--- config.mk ---
export PLATFORM = sky130hd
export DESIGN_NAME = mul_approx_trunc_pipe
export DESIGN_NICKNAME = d
export VERILOG_FILES = /design/src/rtl/mul_approx_trunc_pipe.sv
export SDC_FILE = /design/constraint.sdc
export NUM_CORES = 1
export LEC_CHECK = 0
export ABC_AREA = 0
export BUFFER_PORTS_ARGS = -buffer_cell sky130_fd_sc_hd__buf_4
export CAP_MARGIN = 0
export CORE_MARGIN = 3
export CORE_UTILIZATION = 52
export CTS_CLUSTER_SIZE = 10
export DETAILED_ROUTE_END_ITERATION = 10
export PLACE_DENSITY = 0.72
export SLEW_MARGIN = 5
export SYNTH_ARGS = -nofsm -noshare
export SYNTH_HDL_FRONTEND = slang
export SYNTH_SLANG_ARGS = --single-unit
--- constraint.sdc ---
create_clock -name clk -period 7.4 [get_ports clk]
set_clock_uncertainty 0.05 [all_clocks]
set_input_delay 0.74 -clock clk [delete_from_list [all_inputs] [get_ports clk]]
set_output_delay 0.74 -clock clk [all_outputs]
set_load 0.02 [all_outputs]
--- src/rtl/mul_approx_trunc_pipe.sv ---
// Pipelined signed WxW multiplier with per-operation exact/approximate mode.
// Approximate mode zeroes the low K bits of A. Elastic valid/ready slots carry a tag sideband.
module mul_approx_trunc_pipe #(
    parameter int W      = 8,
    parameter int K      = 3,
    parameter int STAGES = 2,
    parameter int TAG_W  = 4
) (
    input  logic               clk,
    input  logic               rst,
    input  logic               in_valid,
    output logic               in_ready,
    input  logic [W-1:0]       in_a,
    input  logic [W-1:0]       in_b,
    input  logic               in_exact,
    input  logic [TAG_W-1:0]   in_tag,
    output logic               out_valid,
    input  logic               out_ready,
    output logic [2*W-1:0]     out_p,
    output logic [TAG_W-1:0]   out_tag,
    output logic               out_exact
);

    if (W < 2 || W > 32) begin : g_bad_w
        $error("mul_approx_trunc_pipe: W=%0d outside 2..32", W);
    end
    if (K < 0 || K > W - 1) begin : g_bad_k
        $error("mul_approx_trunc_pipe: K=%0d outside 0..W-1", K);
    end
    if (STAGES < 1 || STAGES > 4) begin : g_bad_stages
        $error("mul_approx_trunc_pipe: STAGES=%0d outside 1..4", STAGES);
    end
    if (TAG_W < 1) begin : g_bad_tag
        $error("mul_approx_trunc_pipe: TAG_W=%0d must be at least 1", TAG_W);
    end

    // Clearing the low K bits of A equals dropping its K lowest partial-product rows.
    localparam logic [W-1:0] A_MASK = {W{1'b1}} << K;

    logic [W-1:0]                    a_sel_s;
    logic [2*W-1:0]                  a_ext_s;
    logic [2*W-1:0]                  b_ext_s;
    logic [2*W-1:0]                  prod_s;
    logic                            accept_s;
    logic [STAGES-1:0]               load_s;
    logic [STAGES-1:0]               src_v_s;
    logic [STAGES-1:0][2*W-1:0]      src_p_s;
    logic [STAGES-1:0][TAG_W-1:0]    src_tag_s;
    logic [STAGES-1:0]               src_ex_s;
    logic [STAGES-1:0]               v_r;
    logic [STAGES-1:0][2*W-1:0]      p_r;
    logic [STAGES-1:0][TAG_W-1:0]    tag_r;
    logic [STAGES-1:0]               ex_r;

    // Operand selection and sign-extended product; the low 2W bits of the 2W x 2W product are exact.
    always_comb begin
        a_sel_s = in_exact ? in_a : (in_a & A_MASK);
        a_ext_s = {{W{a_sel_s[W-1]}}, a_sel_s};
        b_ext_s = {{W{in_b[W-1]}}, in_b};
        prod_s  = a_ext_s * b_ext_s;
    end

    // Ready chain from the output back to slot 0: a slot loads when empty or when it drains.
    always_comb begin
        logic carry;
        carry  = out_ready;
        load_s = '0;
        for (int i = STAGES - 1; i >= 0; i--) begin
            load_s[i] = ~v_r[i] | carry;
            carry     = load_s[i];
        end
    end

    assign in_ready = ~rst & load_s[0];
    assign accept_s = in_valid & in_ready;

    // Source of each slot: the input beat for slot 0, the previous slot otherwise.
    always_comb begin
        src_v_s      = '0;
        src_p_s      = '0;
        src_tag_s    = '0;
        src_ex_s     = '0;
        src_v_s[0]   = accept_s;
        src_p_s[0]   = prod_s;
        src_tag_s[0] = in_tag;
        src_ex_s[0]  = in_exact;
        for (int i = 1; i < STAGES; i++) begin
            src_v_s[i]   = v_r[i-1];
            src_p_s[i]   = p_r[i-1];
            src_tag_s[i] = tag_r[i-1];
            src_ex_s[i]  = ex_r[i-1];
        end
    end

    // Slot registers; data only changes when a valid beat moves in, so a stalled output holds.
    always_ff @(posedge clk) begin
        if (rst) begin
            v_r   <= '0;
            p_r   <= '0;
            tag_r <= '0;
            ex_r  <= '0;
        end else begin
            for (int i = 0; i < STAGES; i++) begin
                if (load_s[i]) begin
                    v_r[i] <= src_v_s[i];
                    if (src_v_s[i]) begin
                        p_r[i]   <= src_p_s[i];
                        tag_r[i] <= src_tag_s[i];
                        ex_r[i]  <= src_ex_s[i];
                    end
                end
            end
        end
    end

    assign out_valid = v_r[STAGES-1];
    assign out_p     = p_r[STAGES-1];
    assign out_tag   = tag_r[STAGES-1];
    assign out_exact = ex_r[STAGES-1];

endmodule
==> results of run 1 <==
[flip-flops by register name, summed over array words and instances, names as in the netlist]
register,flops
p_r,16
src_tag_s,4
out_tag,4
v_r,2
out_p,16
ex_r,2
[power groups by stage]
stage               registers, W  clock network [W]  logic, W
floorplan               0.000285                  0  0.000581
global placement        0.000288                  0  0.000715
detailed placement      0.000289                  0  0.000737
CTS                     0.000283           0.000157  0.000742
global route            0.000286           0.000169  0.000857
finish                  0.000283           0.000154  0.000739
[critical path, cell delays in order]
cell and delay [ns]:
sky130_fd_sc_hd__buf_4 0.13, sky130_fd_sc_hd__inv_1 0.20, sky130_fd_sc_hd__a21oi_1 0.10, sky130_fd_sc_hd__fa_1 0.52
sky130_fd_sc_hd__fa_1 0.53, sky130_fd_sc_hd__fa_1 0.54, sky130_fd_sc_hd__inv_1 0.05, sky130_fd_sc_hd__fa_1 0.53
sky130_fd_sc_hd__inv_1 0.04, sky130_fd_sc_hd__ha_1 0.37, sky130_fd_sc_hd__nand3_1 0.10, sky130_fd_sc_hd__a21oi_1 0.26
sky130_fd_sc_hd__nor4b_1 0.09, sky130_fd_sc_hd__o311ai_0 0.37, sky130_fd_sc_hd__o311ai_1 0.16
[logic make-up (layout without fill, tap and decap cells)]
logic type,Yosys count,in the layout,share of synthesized area
adders and majority gates,84,84,0.350
AOI/OAI and AO/OA,60,60,0.0858
DFF,44,44,0.211
buffers and inverters,118,141,0.125
and+or+nand+nor,176,176,0.206
xor gates and xnor gates,11,11,0.0230
[cell usage after synthesis (2+ instances only)]
library cell               instances
sky130_fd_sc_hd__nor3b_1           2
sky130_fd_sc_hd__buf_1             2
sky130_fd_sc_hd__nor4b_1           2
sky130_fd_sc_hd__o21a_1            2
sky130_fd_sc_hd__nand2_1          79
sky130_fd_sc_hd__xnor2_1           8
sky130_fd_sc_hd__and2_1           22
sky130_fd_sc_hd__a21oi_1          32
sky130_fd_sc_hd__nand2b_1          6
sky130_fd_sc_hd__ha_1             29
sky130_fd_sc_hd__buf_4            19
sky130_fd_sc_hd__nand3b_1          3
sky130_fd_sc_hd__a211oi_1          4
sky130_fd_sc_hd__nor2_1            9
sky130_fd_sc_hd__o21ai_0           7
sky130_fd_sc_hd__nand3_1          23
sky130_fd_sc_hd__nor2b_1           3
sky130_fd_sc_hd__a21o_1            2
sky130_fd_sc_hd__dfxtp_1          44
sky130_fd_sc_hd__nand4_1           2
sky130_fd_sc_hd__o211ai_1          2
sky130_fd_sc_hd__nor3_1            5
sky130_fd_sc_hd__and3_1           17
sky130_fd_sc_hd__buf_2             6
sky130_fd_sc_hd__clkbuf_1          6
sky130_fd_sc_hd__xor2_1            3
sky130_fd_sc_hd__fa_1             55
sky130_fd_sc_hd__inv_1            85
[layout make-up]
cell class              count  area [µm²]  share of cell area
clock inverters             1        7.51             0.00165
inverters                  85         319              0.0699
repair buffers             48         360              0.0790
flip-flops and latches     44         881               0.193
clock buffers               7        86.3              0.0189
well taps                 102         128              0.0280
multi-input cells         331        2780               0.609
[per-layer routing]
metal | vias to the layer above | wire [µm] | part of all wire
met1 | 1620 | 3600 | 0.43
met5 | - | 0 | 0
met3 | 8 | 243 | 0.029
met2 | 53 | 4400 | 0.53
met4 | 0 | 97 | 0.012
li1 | 1585 | - | -
[worst max path at each step]
stage          cells past startpoint  slack [ns]              endpoint  startpoint
6_report                          15        2.79  p_r[14]$_SDFFE_PP0P_     in_b[7]
5_1_grt                           15        2.54  p_r[15]$_SDFFE_PP0P_     in_b[7]
3_5_place_dp                      15        2.47  p_r[14]$_SDFFE_PP0P_     in_b[7]
2_1_floorplan                     14        2.76  p_r[12]$_SDFFE_PP0P_    in_exact
4_1_cts                           15        2.78  p_r[14]$_SDFFE_PP0P_     in_b[7]
3_3_place_gp                      15        2.59  p_r[12]$_SDFFE_PP0P_     in_b[7]
[stage by stage]
stage,cells,power [W],hold WS [ns],instance area (µm²),setup WS [ns]
floorplan,493,0.000866,0.382,4180,2.76
global placement,610,0.00100,0.389,4470,2.59
detailed placement,610,0.00103,0.396,4470,2.47
CTS,618,0.00118,0.407,4560,2.78
global route,618,0.00131,0.425,4560,2.54
finish,618,0.00118,0.406,4560,2.79
==> impl_metrics.tcl, run 1 <==
set metrics [dict create \
    first_global_vias 3305 \
    outcome "completed" \
    vias 3266 \
    timing.final.crit_share 0.623 \
    num_antenna_cells 0 \
    drive_above_1_share 0.112 \
    tritoncts_num_sinks 44 \
    synth.cell_area_mm2 0.00418 \
    grt_first_pass_wirelength_um 14700 \
    row_count 32 \
    hold_depth 2 \
    wl_um 8340 \
    worstReg2RegEnd "p_r[12]$_SDFFE_PP0P_" \
    ys_seq_area_frac 0.211 \
    syn_inst 493 \
    holdCritStartpoint "src_tag_s[6]$_SDFFE_PP0P_" \
    height_of_the_die_um 95.7 \
    fp.coreArea_mm2 0.00777 \
    worstPathArrival_ns 4.72 \
    initial_utilization 0.538 \
    cp-end-kind "register" \
    die_area_mm2 0.00916 \
    final_cell_mix "sky130_fd_sc_hd__inv_1 (85), sky130_fd_sc_hd__nand2_1 (79), sky130_fd_sc_hd__fa_1 (55), sky130_fd_sc_hd__buf_4 (48), sky130_fd_sc_hd__dfxtp_1 (44)" \
    mostFrequentLayoutCell "sky130_fd_sc_hd__inv_1" \
    number_of_antenna_violations_at_the_first_check_in_global_routing 0 \
    detailed_place_hpwl_um 6730 \
    drt_first_pass_iters 4 \
    p_clk_frac 0.131 \
    worstPathRequired_ns 7.51 \
    power.density_cell_area_mw_per_mm2 258 \
    ctsLongestPathBuffers 2 \
    report.final.hold_viol_count 0 \
    worst_setup_hold_path_clk_slew_ns 0.08 \
    tritoncts.num_buffers 5 \
    port-buffer-count 47 \
    cts_max_level 2 \
    global_route.overflow_total 0 \
    r2r_cells 5 \
    yosys.area.top_type_share 0.263 \
    cap_viol_max_count 0 \
    async_reset_ff_frac 0 \
    setup-violations-final 0 \
    start_kind "input pin" \
    route.detailed.vias_per_inst 5.28 \
    cts_hold_repair.buffers 0 \
    synth.top_cells.by_area "sky130_fd_sc_hd__fa_1 (26%), sky130_fd_sc_hd__dfxtp_1 (21%), sky130_fd_sc_hd__ha_1 (8.7%)" \
    postSynthNetCount 602 \
    ir_drop_mv 0.275 \
    leakage_power_nw 2.22 \
    pin_count_of_the_biggest_net_entering_global_routing 31 \
    globalRoute.busiestLayer "met2" \
    num-fill-cells 732 \
    worstHoldPathType "reg -> reg" \
    cts_repair_resize_count 0 \
    cts_setup_buffers 0 \
    period_needed_ns 4.61 \
    rrSetupSlack_ns 5.66 \
    gpl.final_weighted_congestion 0.852 \
    timing.setup.critical_path_class "in -> reg" \
    tightest_slew_ns 0.759 \
    die_width_um 95.7 \
    worst_slew_margin_rel 0.494 \
    cts_tree "yes" \
    clk-insertion-delay-late_ns 0.29 \
    synth.avg_cell_area_um2 8.48 \
    gr-usage-met3 0.0300 \
    finalMaxSlewViolations 0 \
    grt_setup_unrepaired "no" \
    synth_edf_count 0 \
    synth_seq_cells 44 \
    global_route_met1_usage 0.254 \
    netlist.top_cell.by_area "sky130_fd_sc_hd__fa_1" \
    route.detailed.wl_per_inst_um 13.5 \
    fmaxAchievable_mhz 217 \
    timing.critical_path.fanout_max 7 \
    synth_cell_type_count 42 \
    drt-initial-drc-count 114 \
    ys_dominant_reg_cell "sky130_fd_sc_hd__dfxtp_1" \
    io_pins 48 \
    power.share.switching 0.441 \
    combPwrFrac 0.628 \
    grt_use_total 0.201 \
    reg2reg_from "v_r[0]$_SDFFE_PP0N_" \
    p_sw_w 0.000518 \
    use_met2 0.365 \
    min_delay_worst_endpoint "out_tag[2]$_SDFFE_PP0P_" \
    synth_warnings 0 \
    final.setup.tns_ns 0 \
    p_int_w 0.000658 \
    pwr-share-seq 0.241 \
    nets 624 \
    post-route-drc-count 0 \
    clock-root-buffer "sky130_fd_sc_hd__clkbuf_8" \
    syn2layout_area_growth_pct 9.06 \
    layout.core_utilization 0.587 \
    postRouteAntennaNets 0 \
]
Power figures use the tool's default switching activity.
==> run 2: changes to the inputs <==
--- a/config.mk
+++ b/config.mk
@@ -5,7 +5,7 @@
 export SDC_FILE = /design/constraint.sdc
 export NUM_CORES = 1
 export LEC_CHECK = 0
-export ABC_AREA = 0
+export ABC_AREA = 1
 export BUFFER_PORTS_ARGS = -buffer_cell sky130_fd_sc_hd__buf_4
 export CAP_MARGIN = 0
 export CORE_MARGIN = 3
==> constraint.sdc (replaced) <==
create_clock -name clk -period 4.7 [get_ports clk]
set_clock_uncertainty 0.05 [all_clocks]
set_input_delay 0.47 -clock clk [delete_from_list [all_inputs] [get_ports clk]]
set_output_delay 0.47 -clock clk [all_outputs]
set_load 0.02 [all_outputs]
==> run 2 against run 1 <==
Net effect:
- wire length is 0.54% lower
- global-route usage is 1.3 points lower
- largest power group unchanged
- critical path depth is 5 higher
- die area is 4.0% higher
- sequential power is 59% higher
- via count is 7.4% higher
- synthesized cell count is 19% higher
- worst hold slack worse by 0.097 ns
- non-clock buffer count stayed put
==> impl_metrics.tcl, run 2 <==
set metrics [dict create \
    outcome "completed" \
    final_cell_mix "sky130_fd_sc_hd__inv_1 (137), sky130_fd_sc_hd__nand2_1 (117), sky130_fd_sc_hd__nor2_1 (74), sky130_fd_sc_hd__fa_1 (55), sky130_fd_sc_hd__buf_4 (48)" \
    worstPathArrival_ns 4.44 \
    syn_inst 589 \
    ys_seq_area_frac 0.202 \
    cts_tree "yes" \
    tightest_slew_ns 1.01 \
    gpl.final_weighted_congestion 0.880 \
    num-fill-cells 752 \
    start_kind "input pin" \
    synth.top_cells.by_area "sky130_fd_sc_hd__fa_1 (25%), sky130_fd_sc_hd__dfxtp_1 (20%), sky130_fd_sc_hd__inv_1 (12%)" \
    final.setup.tns_ns 0 \
    mostFrequentLayoutCell "sky130_fd_sc_hd__inv_1" \
    post-route-drc-count 0 \
    height_of_the_die_um 97.6 \
    tritoncts.num_buffers 5 \
    timing.final.crit_share 0.914 \
    wl_um 8300 \
    fmaxAchievable_mhz 233 \
    synth_warnings 0 \
    cts_setup_buffers 0 \
    io_pins 48 \
    synth.avg_cell_area_um2 7.41 \
    fp.coreArea_mm2 0.00793 \
    synth.cells.most_frequent "sky130_fd_sc_hd__inv_1 (137), sky130_fd_sc_hd__nand2_1 (117), sky130_fd_sc_hd__nor2_1 (74)" \
    postRouteAntennaNets 0 \
    setup-violations-final 0 \
    report.final.hold_viol_count 0 \
    route.detailed.vias_per_inst 4.91 \
    multiInputGateArea_mm2 0.00276 \
    cts_max_level 2 \
    ys_dominant_reg_cell "sky130_fd_sc_hd__dfxtp_1" \
    worst_slew_margin_rel 0.326 \
    die_width_um 97.6 \
    postSynthNetCount 698 \
    leading_cell_type_by_number_of_instances_after_synthesis "sky130_fd_sc_hd__inv_1" \
    first_global_vias 3662 \
    clk-insertion-delay-late_ns 0.29 \
    synth_seq_cells 44 \
    num_antenna_cells 0 \
    initial_utilization 0.550 \
    netlist.top_cell.by_area "sky130_fd_sc_hd__fa_1" \
    die_area_mm2 0.00953 \
    cap_viol_max_count 0 \
    port-buffer-count 47 \
    worst_setup_hold_path_clk_slew_ns 0.08 \
    yosys.area.top_type_share 0.252 \
    number_of_antenna_violations_at_the_first_check_in_global_routing 0 \
    timing.setup.critical_path_class "in -> reg" \
    ir_drop_mv 0.288 \
    worstPathRequired_ns 4.85 \
    row_count 32 \
    drive_above_1_share 0.113 \
    clock-root-buffer "sky130_fd_sc_hd__clkbuf_8" \
    vias 3509 \
    route.detailed.wl_per_inst_um 11.6 \
    cts_repair_resize_count 0 \
    synth.cell_area_mm2 0.00436 \
    finalMaxSlewViolations 0 \
    worstHoldPathType "in -> reg" \
    ctsLongestPathBuffers 2 \
    reg2reg_from "v_r[1]$_SDFFE_PP0P_" \
    synth_cell_type_count 34 \
    tritoncts_num_sinks 44 \
    timing.critical_path.fanout_max 8 \
    syn2layout_area_growth_pct 9.09 \
    grt_first_pass_wirelength_um 15300 \
    holdCritStartpoint "rst" \
    nets 721 \
    grt_use_total 0.188 \
    drt-initial-drc-count 119 \
    crit_start "in_b[7]" \
    pin_count_of_the_biggest_net_entering_global_routing 42 \
    period_needed_ns 4.30 \
    global_route.overflow_total 0 \
    cp-end-kind "register" \
    grt_setup_unrepaired "no" \
    power.density_cell_area_mw_per_mm2 410 \
    synth_edf_count 0 \
    detailed_place_hpwl_um 6880 \
    cts_hold_repair.buffers 0 \
    async_reset_ff_frac 0 \
    drt_first_pass_iters 4 \
    seq_area_um2 881 \
    design_power_total_w 0.00195 \
    leakage_power_nw 2.64 \
]
## run 2: changes by cell type after synthesis, sizes merged, moves of 17 or more
cell,before,now
and2,22,0
nand2,79,120
o21ai,8,42
a21oi,33,16
inv,85,138
and3,17,0
nor2,9,77
## run 2: worst max-delay path: stages
cell and delay [ns]:
sky130_fd_sc_hd__buf_4 0.08, sky130_fd_sc_hd__clkinv_1 0.20, sky130_fd_sc_hd__or2_2 0.37, sky130_fd_sc_hd__fa_1 0.52
sky130_fd_sc_hd__fa_1 0.51, sky130_fd_sc_hd__inv_1 0.05, sky130_fd_sc_hd__fa_1 0.49, sky130_fd_sc_hd__inv_1 0.05
sky130_fd_sc_hd__fa_1 0.52, sky130_fd_sc_hd__inv_1 0.04, sky130_fd_sc_hd__ha_1 0.34, sky130_fd_sc_hd__nand2_1 0.10
sky130_fd_sc_hd__nor2_1 0.12, sky130_fd_sc_hd__nand2_1 0.06, sky130_fd_sc_hd__nor2_1 0.14, sky130_fd_sc_hd__nor2_1 0.08
sky130_fd_sc_hd__nand3_1 0.08, sky130_fd_sc_hd__nand3_1 0.07, sky130_fd_sc_hd__nand2_1 0.07, sky130_fd_sc_hd__inv_1 0.03
## run 2: layout make-up
cell class | instances | share of cell area
Sequential cell | 44 | 0.185
Multi-Input combinational cell | 374 | 0.580
Clock inverter | 2 | 0.00736
Tap cell | 102 | 0.0268
Inverter | 139 | 0.110
Timing Repair Buffer | 48 | 0.0757
Clock buffer | 6 | 0.0152
## run 2: power by group
part,switching [W],internal [W],leakage (nW)
clock,0.000124,0.000158,0.0552
combinational,0.000754,0.000467,2.22
sequential,0.0000242,0.000425,0.363
## run 2: kinds of logic (layout without fill, tap and decap cells)
kind of cell | after synthesis | after routing | share of synthesized area
xor gates and xnor gates | 5 | 5 | 0.0100
DFF | 44 | 44 | 0.202
and+or+nand+nor | 223 | 223 | 0.209
adders and majority gates | 84 | 84 | 0.336
buffers and inverters | 171 | 195 | 0.166
AOI/OAI and AO/OA | 62 | 62 | 0.0774
## run 2: final timing paths
check	cells after the start	slack, ns	to
max reg2reg	5	2.84	out_p[1]$_SDFFE_PP0P_
min	2	0.31	p_r[0]$_SDFFE_PP0P_
min reg2reg	2	0.41	p_r[2]$_SDFFE_PP0P_
max	20	0.40	p_r[15]$_SDFFE_PP0P_
## run 2: through the flow
| step | instances | utilization | area, µm² | hold slack (ns) | setup WS [ns] |
|---|---|---|---|---|---|
| 4_1_cts | 715 | 0.600 | 4760 | 0.305 | 0.423 |
| 3_3_place_gp | 707 | 0.587 | 4650 | 0.392 | 0.136 |
| 6_report | 715 | 0.600 | 4760 | 0.310 | 0.405 |
| 5_1_grt | 715 | 0.600 | 4760 | 0.310 | 0.0827 |
| 2_1_floorplan | 589 | - | 4360 | 0.380 | 0.335 |
| 3_5_place_dp | 707 | 0.587 | 4650 | 0.398 | 0.113 |
## run 2: metal layers
layer,vias to the layer above,GRT usage,share of wire
met5,-,0,0
li1,1767,-,-
met3,9,0.0251,0.033
met1,1688,0.232,0.44
met2,45,0.352,0.52
met4,0,0.0288,0.0064
==> run 3: changes to the inputs <==
--- a/config.mk
+++ b/config.mk
@@ -6,7 +6,7 @@
 export NUM_CORES = 1
 export LEC_CHECK = 0
 export ABC_AREA = 1
-export BUFFER_PORTS_ARGS = -buffer_cell sky130_fd_sc_hd__buf_4
+export BUFFER_PORTS_ARGS = -buffer_cell sky130_fd_sc_hd__buf_2
 export CAP_MARGIN = 0
 export CORE_MARGIN = 3
 export CORE_UTILIZATION = 52
==> run 3 against run 2 <==
Net effect:
- final cell count unchanged
- combinational power about the same
- final area is 2.2% lower
- clock power up 7.1%
- critical endpoint unchanged
- total power is 0.70% higher
- wire length increased by 0.45%
==> impl_metrics.tcl, run 3 (synthesis gave the netlist of run 2 again) <==
set metrics [dict create \
    p_int_w 0.00105 \
    timing.final.crit_share 0.928 \
    detailroute.wirelength.met3_um 270 \
    grt_first_pass_wirelength_um 15500 \
    met2_length_um 4270 \
    route.detailed.wl_per_inst_um 11.7 \
    cts_repair_resize_count 0 \
    multiInputGateArea_mm2 0.00276 \
    die_area_mm2 0.00953 \
    cap_viol_max_count 0 \
    wl_um 8330 \
    clk-insertion-delay-late_ns 0.29 \
    finalMaxSlewViolations 0 \
    cts_setup_buffers 0 \
    grt_use_total 0.191 \
    final.setup.tns_ns 0 \
    report.final.hold_viol_count 0 \
    tightest_slew_ns 1.02 \
    drive_above_1_share 0.114 \
    postRouteAntennaNets 0 \
    num-fill-cells 757 \
    tritoncts_num_sinks 44 \
    row_count 32 \
    drt-initial-drc-count 146 \
    worstPathRequired_ns 4.85 \
    power.density_cell_area_mw_per_mm2 422 \
    leakage_power_nw 2.62 \
    cts_max_level 2 \
    die_width_um 97.6 \
    timing.setup.critical_path_class "in -> reg" \
    pwr-share-seq 0.228 \
    clock-root-buffer "sky130_fd_sc_hd__clkbuf_8" \
    ctsLongestPathBuffers 2 \
    pin_count_of_the_biggest_net_entering_global_routing 42 \
    first_global_vias 3604 \
    number_of_antenna_violations_at_the_first_check_in_global_routing 0 \
    worstHoldPathType "in -> reg" \
    p_clk_frac 0.153 \
    num_antenna_cells 0 \
    height_of_the_die_um 97.6 \
    detailed_place_hpwl_um 6930 \
    power.share.switching 0.464 \
    ir_drop_mv 0.331 \
    layout.core_utilization 0.587 \
    cts_hold_repair.buffers 0 \
    hold_depth 3 \
    route.detailed.vias_per_inst 4.90 \
    top_layer_used "met4" \
    tritoncts.num_buffers 5 \
    combPwrFrac 0.618 \
    final_cell_mix "sky130_fd_sc_hd__inv_1 (137), sky130_fd_sc_hd__nand2_1 (117), sky130_fd_sc_hd__nor2_1 (74), sky130_fd_sc_hd__fa_1 (55), sky130_fd_sc_hd__buf_2 (47)" \
    syn2layout_area_growth_pct 6.71 \
    grt_setup_unrepaired "no" \
    cts_tree "yes" \
    gpl.final_weighted_congestion 0.890 \
    cp-end-kind "register" \
    port-buffer-count 47 \
    setup-violations-final 0 \
    wl_met1_um 3680 \
    place_ws_ns 0.0480 \
    io_pins 48 \
    final_critical_path_setup_slack_ns 0.338 \
    worst_slew_margin_rel 0.322 \
    nets 721 \
    period_needed_ns 4.36 \
    fmaxAchievable_mhz 229 \
    worst_setup_hold_path_clk_slew_ns 0.09 \
    worstPathArrival_ns 4.51 \
    seq_area_um2 881 \
    mostFrequentLayoutCell "sky130_fd_sc_hd__inv_1" \
    vias 3505 \
    start_kind "input pin" \
    global_route.overflow_total 0 \
    r2r_cells 5 \
    timing.critical_path.fanout_max 8 \
    numPlacedInstances 707 \
    post-route-drc-count 0 \
    fp.coreArea_mm2 0.00793 \
    drt_first_pass_iters 5 \
    p_sw_w 0.000913 \
    initial_utilization 0.550 \
    outcome "completed" \
    finish.cell_count_without_fillers 715 \
]
==> run 3: final timing paths <==
path	from	endpoint	slack, ns
worst max-delay path	in_b[7]	p_r[15]$_SDFFE_PP0P_	0.34
worst min-delay path	in_tag[1]	src_tag_s[5]$_SDFFE_PP0P_	0.32
worst max register to register	v_r[1]$_SDFFE_PP0P_	out_p[1]$_SDFFE_PP0P_	2.84
worst min register to register	p_r[2]$_SDFFE_PP0P_	p_r[2]$_SDFFE_PP0P_	0.41
==> run 3: power by group through the flow <==
stage / sequential (W) / clock, W / combinational (W)
6_report: 0.000448 / 0.000302 / 0.00122
5_1_grt: 0.000455 / 0.000326 / 0.00144
4_1_cts: 0.000449 / 0.000306 / 0.00123
3_5_place_dp: 0.000456 / 0 / 0.00122
3_3_place_gp: 0.000457 / 0 / 0.00119
2_1_floorplan: 0.000455 / 0 / 0.000985
==> run 3: area by class of cell <==
type	instances	share of cell area
Sequential cell	44	0.189
Inverter	139	0.113
Clock buffer	6	0.0177
Clock inverter	2	0.00833
Timing Repair Buffer	48	0.0521
Multi-Input combinational cell	374	0.593
Tap cell	102	0.0274
==> run 3: layer usage <==
metal  global-route usage  vias to the layer above
li1                     -                     1772
met1                0.242                     1675
met2                0.343                       48
met3               0.0302                       10
met4               0.0373                        0
met5                    0                        -
==> run 3: stage by stage <==
stage	hold WS, ns	total power [W]	instance area (µm²)
after global placement	0.391	0.00164	4530
after detailed placement	0.401	0.00167	4530
after CTS	0.317	0.00198	4660
after floorplan	0.380	0.00144	4360
final	0.318	0.00197	4660
after global routing	0.310	0.00223	4660
==> run 3: critical path, cell delays in order <==
cell	delay [ns]
sky130_fd_sc_hd__buf_2	0.09
sky130_fd_sc_hd__clkinv_1	0.21
sky130_fd_sc_hd__or2_2	0.37
sky130_fd_sc_hd__fa_1	0.52
sky130_fd_sc_hd__fa_1	0.52
sky130_fd_sc_hd__inv_1	0.06
sky130_fd_sc_hd__fa_1	0.50
sky130_fd_sc_hd__inv_1	0.05
sky130_fd_sc_hd__fa_1	0.52
sky130_fd_sc_hd__inv_1	0.04
sky130_fd_sc_hd__ha_1	0.34
sky130_fd_sc_hd__nand2_1	0.10
sky130_fd_sc_hd__nor2_1	0.14
sky130_fd_sc_hd__nand2_1	0.07
sky130_fd_sc_hd__nor2_1	0.15
sky130_fd_sc_hd__nor2_1	0.09
sky130_fd_sc_hd__nand3_1	0.08
sky130_fd_sc_hd__nand3_1	0.07
sky130_fd_sc_hd__nand2_1	0.07
sky130_fd_sc_hd__inv_1	0.03
